$ cat src/rtl/bank_cmd_arbiter_pkg.sv
// Shared types and timing defaults for the bank command arbiter.
package bank_cmd_arbiter_pkg;

  typedef enum logic [2:0] {
    CMD_NOP  = 3'd0,
    CMD_ACT  = 3'd1,
    CMD_RD   = 3'd2,
    CMD_WR   = 3'd3,
    CMD_PRE  = 3'd4,
    CMD_PREA = 3'd5,
    CMD_REF  = 3'd6
  } arb_cmd_t;

  localparam int ADDR_BITS     = 16;
  localparam int T_RRD_DEFAULT = 4;
  localparam int T_CCD_DEFAULT = 4;
  localparam int T_WTR_DEFAULT = 6;

  function automatic int max3(input int a, input int b, input int c);
    int m;
    m = (a > b) ? a : b;
    return (m > c) ? m : c;
  endfunction

  function automatic int bank_w(input int n);
    return (n > 1) ? $clog2(n) : 1;
  endfunction

  // Refresh and precharge-all must never be held off by ordinary traffic.
  function automatic logic is_prio_cmd(input arb_cmd_t c);
    return (c == CMD_REF) || (c == CMD_PREA);
  endfunction

endpackage

$ cat src/rtl/bank_cmd_arbiter_rr_arbiter.sv
// Round-robin picker: first requester at or after ptr_i, wrapping to bank 0.
module rr_arbiter #(
  parameter int N  = 8,
  parameter int PW = (N > 1) ? $clog2(N) : 1
) (
  input  logic [N-1:0]  req_i,
  input  logic [PW-1:0] ptr_i,
  output logic [N-1:0]  grant_o
);

  logic w_found;

  always_comb begin
    grant_o = '0;
    w_found = 1'b0;
    for (int i = 0; i < N; i++) begin
      if (!w_found && req_i[i] && (i >= int'(ptr_i))) begin
        grant_o[i] = 1'b1;
        w_found    = 1'b1;
      end
    end
    for (int i = 0; i < N; i++) begin
      if (!w_found && req_i[i] && (i < int'(ptr_i))) begin
        grant_o[i] = 1'b1;
        w_found    = 1'b1;
      end
    end
  end

endmodule

$ cat src/rtl/bank_cmd_arbiter.sv
// Shared DRAM command-bus arbiter: one bank per cycle, honouring tRRD/tCCD/tWTR,
// with REF/PREA ahead of all other commands and round-robin within each class.
module bank_cmd_arbiter
  import bank_cmd_arbiter_pkg::*;
#(
  parameter int  NUM_BANKS = 8,
  parameter int  T_RRD     = T_RRD_DEFAULT,
  parameter int  T_CCD     = T_CCD_DEFAULT,
  parameter int  T_WTR     = T_WTR_DEFAULT,
  localparam int BANK_W    = bank_w(NUM_BANKS)
) (
  input  logic                                clk,
  input  logic                                rst_n,
  input  logic [NUM_BANKS-1:0]                req_i,
  input  logic [NUM_BANKS-1:0][2:0]           req_cmd_i,
  input  logic [NUM_BANKS-1:0][ADDR_BITS-1:0] req_addr_i,
  input  logic                                cmd_ready_i,
  output logic [NUM_BANKS-1:0]                grant_o,
  output logic [NUM_BANKS-1:0]                stall_o,
  output logic                                cmd_valid_o,
  output logic [2:0]                          cmd_type_o,
  output logic [BANK_W-1:0]                   cmd_bank_o,
  output logic [ADDR_BITS-1:0]                cmd_addr_o
);

  localparam int CNT_W = $clog2(max3(T_RRD, T_CCD, T_WTR) + 1);
  localparam logic [CNT_W-1:0] RRD_LOAD = CNT_W'(T_RRD - 1);
  localparam logic [CNT_W-1:0] CCD_LOAD = CNT_W'(T_CCD - 1);
  localparam logic [CNT_W-1:0] WTR_LOAD = CNT_W'(T_WTR - 1);
  localparam logic [CNT_W-1:0] CNT_ONE  = CNT_W'(1);

  logic [BANK_W-1:0]    r_rr_ptr;
  logic [CNT_W-1:0]     r_rrd_cnt;
  logic [CNT_W-1:0]     r_ccd_cnt;
  logic [CNT_W-1:0]     r_wtr_cnt;
  logic                 r_cmd_valid;
  arb_cmd_t             r_cmd_type;
  logic [BANK_W-1:0]    r_cmd_bank;
  logic [ADDR_BITS-1:0] r_cmd_addr;

  logic                 w_act_ok;
  logic                 w_rd_ok;
  logic                 w_wr_ok;
  logic [NUM_BANKS-1:0] w_prio_req;
  logic [NUM_BANKS-1:0] w_norm_req;
  logic [NUM_BANKS-1:0] w_live;
  logic [NUM_BANKS-1:0] w_prio_gnt;
  logic [NUM_BANKS-1:0] w_norm_gnt;
  logic [NUM_BANKS-1:0] w_grant;
  logic                 w_any_gnt;
  logic [BANK_W-1:0]    w_gnt_idx;
  arb_cmd_t             w_gnt_cmd;
  logic [ADDR_BITS-1:0] w_gnt_addr;
  logic [BANK_W-1:0]    w_ptr_next;

  assign w_act_ok = (r_rrd_cnt == '0);
  assign w_rd_ok  = (r_ccd_cnt == '0) && (r_wtr_cnt == '0);
  assign w_wr_ok  = (r_ccd_cnt == '0);

  for (genvar gi = 0; gi < NUM_BANKS; gi++) begin : g_bank
    arb_cmd_t w_cmd;
    logic     w_ok;
    logic     w_known;

    assign w_cmd = arb_cmd_t'(req_cmd_i[gi]);

    // NOP and undefined codes are not real requests: never granted, never stalled.
    always_comb begin
      w_ok    = 1'b0;
      w_known = 1'b1;
      case (w_cmd)
        CMD_ACT:                    w_ok = w_act_ok;
        CMD_RD:                     w_ok = w_rd_ok;
        CMD_WR:                     w_ok = w_wr_ok;
        CMD_PRE, CMD_PREA, CMD_REF: w_ok = 1'b1;
        default:                    w_known = 1'b0;
      endcase
    end

    assign w_live[gi]     = req_i[gi] & w_known;
    assign w_prio_req[gi] = req_i[gi] & w_ok & is_prio_cmd(w_cmd);
    assign w_norm_req[gi] = req_i[gi] & w_ok & ~is_prio_cmd(w_cmd);
  end

  rr_arbiter #(.N(NUM_BANKS), .PW(BANK_W)) u_rr_prio (
    .req_i   (w_prio_req),
    .ptr_i   (r_rr_ptr),
    .grant_o (w_prio_gnt)
  );

  rr_arbiter #(.N(NUM_BANKS), .PW(BANK_W)) u_rr_norm (
    .req_i   (w_norm_req),
    .ptr_i   (r_rr_ptr),
    .grant_o (w_norm_gnt)
  );

  assign w_grant   = (rst_n && cmd_ready_i) ? ((|w_prio_req) ? w_prio_gnt : w_norm_gnt) : '0;
  assign w_any_gnt = |w_grant;
  assign grant_o   = w_grant;
  assign stall_o   = rst_n ? (w_live & ~w_grant) : '0;

  always_comb begin
    w_gnt_idx  = '0;
    w_gnt_cmd  = CMD_NOP;
    w_gnt_addr = '0;
    for (int i = 0; i < NUM_BANKS; i++) begin
      if (w_grant[i]) begin
        w_gnt_idx  = BANK_W'(i);
        w_gnt_cmd  = arb_cmd_t'(req_cmd_i[i]);
        w_gnt_addr = req_addr_i[i];
      end
    end
  end

  assign w_ptr_next = (int'(w_gnt_idx) == NUM_BANKS - 1) ? '0 : (w_gnt_idx + BANK_W'(1));

  // Spacing counters run regardless of cmd_ready_i; a grant reloads them.
  always_ff @(posedge clk or negedge rst_n) begin
    if (!rst_n) begin
      r_rrd_cnt <= '0;
      r_ccd_cnt <= '0;
      r_wtr_cnt <= '0;
    end else begin
      if (w_any_gnt && (w_gnt_cmd == CMD_ACT))
        r_rrd_cnt <= RRD_LOAD;
      else if (r_rrd_cnt != '0)
        r_rrd_cnt <= r_rrd_cnt - CNT_ONE;

      if (w_any_gnt && ((w_gnt_cmd == CMD_RD) || (w_gnt_cmd == CMD_WR)))
        r_ccd_cnt <= CCD_LOAD;
      else if (r_ccd_cnt != '0)
        r_ccd_cnt <= r_ccd_cnt - CNT_ONE;

      if (w_any_gnt && (w_gnt_cmd == CMD_WR))
        r_wtr_cnt <= WTR_LOAD;
      else if (r_wtr_cnt != '0)
        r_wtr_cnt <= r_wtr_cnt - CNT_ONE;
    end
  end

  always_ff @(posedge clk or negedge rst_n) begin
    if (!rst_n) begin
      r_rr_ptr    <= '0;
      r_cmd_valid <= 1'b0;
      r_cmd_type  <= CMD_NOP;
      r_cmd_bank  <= '0;
      r_cmd_addr  <= '0;
    end else if (w_any_gnt) begin
      r_rr_ptr    <= w_ptr_next;
      r_cmd_valid <= 1'b1;
      r_cmd_type  <= w_gnt_cmd;
      r_cmd_bank  <= w_gnt_idx;
      r_cmd_addr  <= w_gnt_addr;
    end else begin
      r_cmd_valid <= 1'b0;
      r_cmd_type  <= CMD_NOP;
    end
  end

  assign cmd_valid_o = r_cmd_valid;
  assign cmd_type_o  = r_cmd_type;
  assign cmd_bank_o  = r_cmd_bank;
  assign cmd_addr_o  = r_cmd_addr;

endmodule

$ cat config.mk
export PLATFORM = sky130hd
export DESIGN_NAME = bank_cmd_arbiter
export DESIGN_NICKNAME = d
export VERILOG_FILES = /design/src/rtl/bank_cmd_arbiter_pkg.sv /design/src/rtl/bank_cmd_arbiter_rr_arbiter.sv /design/src/rtl/bank_cmd_arbiter.sv
export SDC_FILE = /design/constraint.sdc
export NUM_CORES = 1
export LEC_CHECK = 0
export CAP_MARGIN = 20
export CORE_ASPECT_RATIO = 1.1
export CORE_MARGIN = 2
export CORE_UTILIZATION = 41
export CTS_BUF_LIST = sky130_fd_sc_hd__clkbuf_16
export DETAILED_ROUTE_END_ITERATION = 7
export PLACE_DENSITY = 0.83
export SETUP_SLACK_MARGIN = 0.02
export SKIP_CTS_REPAIR_TIMING = 1
export SLEW_MARGIN = 20
export SYNTH_ARGS = -nofsm -noshare
export SYNTH_HDL_FRONTEND = slang
export SYNTH_SLANG_ARGS = --single-unit
$ cat constraint.sdc
create_clock -name clk -period 6.9 [get_ports clk]
set_clock_uncertainty 0.1 [all_clocks]
set_input_delay 1.725 -clock clk [delete_from_list [all_inputs] [get_ports clk]]
set_output_delay 1.725 -clock clk [all_outputs]
set_load 0.02 [all_outputs]
==> metrics <==
outcome=finished with violations; failing checks=DRC; Worst Path Required=5.08 ns; ys async rst share=100%; Starting Density=42.0%; Hold Crit Depth=1; area grow syn2layout=67.3%; Final Max Slew Viols=0; Arr. time, crit path=4.88 ns; Syn Area/Cell=8.02 um2; core area=0.00931 mm2; CP Launch Type=input pin; Clock Path Buffers=2; crit end category=output pin; PD cells=249 mW/mm2; fin nets=881; first-pass GRT wire length=28.5 mm; routability congestion estimate=0.995; Ys Warns=0; most frequent cells in the layout=193 x clkdlybuf4s50_1, 47 x buf_4, 46 x nor2_1; GRT busiest layer=met2; Fin Setup TNS=0 ns; register area=876 um2; initial antenna violation count=0; largest net degree at the start of global routing=44; top cell type by total area after synthesis=dfrtp_1; ant diodes=0; fin util=70.2%; Synth top area share=22.4%; sequential fraction of the synthesis area=22.4%; total CTS buffers=5; reg2reg path depth=15; Leak Pwr=2.63 nW; Final period util=97.2%; maxcap violations=0; CTS root buf=clkbuf_16; FF-to-FF Start=r_rrd_cnt[0]; Wirelength per Cell=22.8 um; library cells used by synthesis=84; Final min period=6.71 ns; die width=97.0 um; met3 Use GR=5.19%; Peak VDD IR=0.194 mV; drt first pass iters=8; final setup violating endpoints=0; die area=0.0103 mm2; actual slew at the worst max-slew pin=0.825 ns; EDFF count, synth=0; met2 global-route usage=62.9%; Remaining Overflow, GRT=0; Syn Std Cell Area=0.00390 mm2; GRT Total Usage=34.8%; layout cells sized above 1=15.4%; GR Util met1=40.8%; fillers=689; reg2reg end=r_rr_ptr[2]; CP max FO=5; Top-Level Pins=202; final instance area=0.00653 mm2; dpl hpwl=14.7 mm; CTS tree=done; hold endpoint=cmd_bank_o[1]; WL final=18.8 mm; FMAX=149 MHz; RSZ-0062 raised after global routing=no; Post-Synthesis Cells=487; Setup CP Type=input pin to output pin; remaining antenna violation count=0; initial drt markers=576; input/output buffers=201; num rows=37; multi-input logic area=0.00293 mm2; Via density=6.47; DR DRC count=4; CTS Sinks=35; FF+latch count, synth=35; vias in the first global route=5298; die height=106 um; H-tree level count=2; HP Start=cmd_bank_o[1]; Synth area leaders=dfrtp_1 22%, a222oi_1 8.2%, nor2_1 4.4%; Area after DPL=0.00628 mm2; worst reg2reg setup slack=2.17 ns; Vias=5351; worst hold slack=0.388 ns; Worst-path clk slew=0.05 ns; commonest non-fill, non-tap cell in the layout=clkdlybuf4s50_1; Post-synth top flop=dfrtp_1; Rel. slew slack=44.9%; Hold Path Class=flip-flop to flip-flop; final number of hold-violating endpoints=0; worst skew pair latency=0.28 ns; Net Count, Synth=658
state kept, by name, summed over array words and instances (netlist names):
register and flops:
cmd_addr_o 16, cmd_bank_o 3, cmd_type_o 3, r_ccd_cnt 3
r_rr_ptr 3, r_rrd_cnt 3, r_wtr_cnt 3, cmd_valid_o 1
logic make-up (layout without fill, tap and decap cells):
family                   after synthesis  in the layout  share of synthesized area, %
XOR/XNOR                              11             11                          2.47
flip-flops                            35             35                          22.4
adder cells (fa/ha/maj)                8              8                          2.56
buffers and inverters                 50            273                          5.38
AND/OR/NAND/NOR                      209            209                          29.5
AO/OA/AOI/OAI                        168            168                          35.9
multiplexers                           6              6                          1.70
where the power goes:
group / switching [mW] / internal (mW) / leakage (nW)
Clock: 0.0811 / 0.130 / 0.0671
Sequential: 0.106 / 0.305 / 0.424
Combinational: 0.521 / 0.481 / 2.14
critical path, cell delays in order:
cell and delay (ns):
clkdlybuf4s50_1 0.53, buf_4 0.16, or3b_1 0.36, o22ai_2 0.18, nor4b_2 0.07, buf_4 0.16
nor3_2 0.21, nand4_1 0.23, a2111oi_4 0.53, a2111oi_0 0.14, clkdlybuf4s50_1 0.57
worst max path at each step:
stage / startpoint / end
3_3_place_gp: req_cmd_i[6] / grant_o[3]
2_1_floorplan: req_cmd_i[22] / stall_o[5]
3_5_place_dp: req_cmd_i[6] / grant_o[3]
5_1_grt: req_cmd_i[19] / stall_o[5]
6_report: req_cmd_i[12] / stall_o[3]
4_1_cts: req_cmd_i[6] / grant_o[3]
cell type report:
cell class	instances	area share [%]
Sequential cell	35	13.4
Inverter	18	1.03
Tap cell	117	2.24
Timing Repair Buffer	248	36.4
Multi-Input combinational cell	402	44.9
Clock buffer	5	1.92
Clock inverter	2	0.134
per-layer routing:
layer | wire length (um) | part of all wire [%] | vias up
met2 | 9710 | 52 | 310
li1 | - | - | 2389
met1 | 6860 | 36 | 2601
met3 | 1430 | 7.6 | 51
met4 | 838 | 4.4 | 0
met5 | 0 | 0 | -
stage by stage:
step | cells | setup WS (ns) | power [mW]
5_1_grt | 827 | 0.0121 | 1.71
3_5_place_dp | 818 | 0.0449 | 1.37
2_1_floorplan | 487 | 0.251 | 0.920
4_1_cts | 825 | 0.0255 | 1.60
3_3_place_gp | 818 | 0.0502 | 1.35
6_report | 827 | 0.191 | 1.62
synth_stat cells (4+ instances only):
cell type	number
nor2_1	46
nand2_1	40
dfrtp_1	35
a222oi_1	32
o21ai_1	23
clkbuf_1	21
and3_1	20
nand3_1	17
a22oi_1	16
inv_1	15
a21oi_1	12
nor3_1	10
o21ai_0	9
xnor2_1	9
ha_1	8
nand4_1	8
or3_1	8
or2_2	7
and2_1	6
buf_2	6
nor2b_1	6
o22ai_1	6
o31ai_1	6
a21o_1	5
nor4bb_1	5
o211ai_1	5
o221ai_1	5
a211o_1	4
mux2_2	4
nand3b_1	4
nor3b_1	4
(Power assumes the default switching activity.)
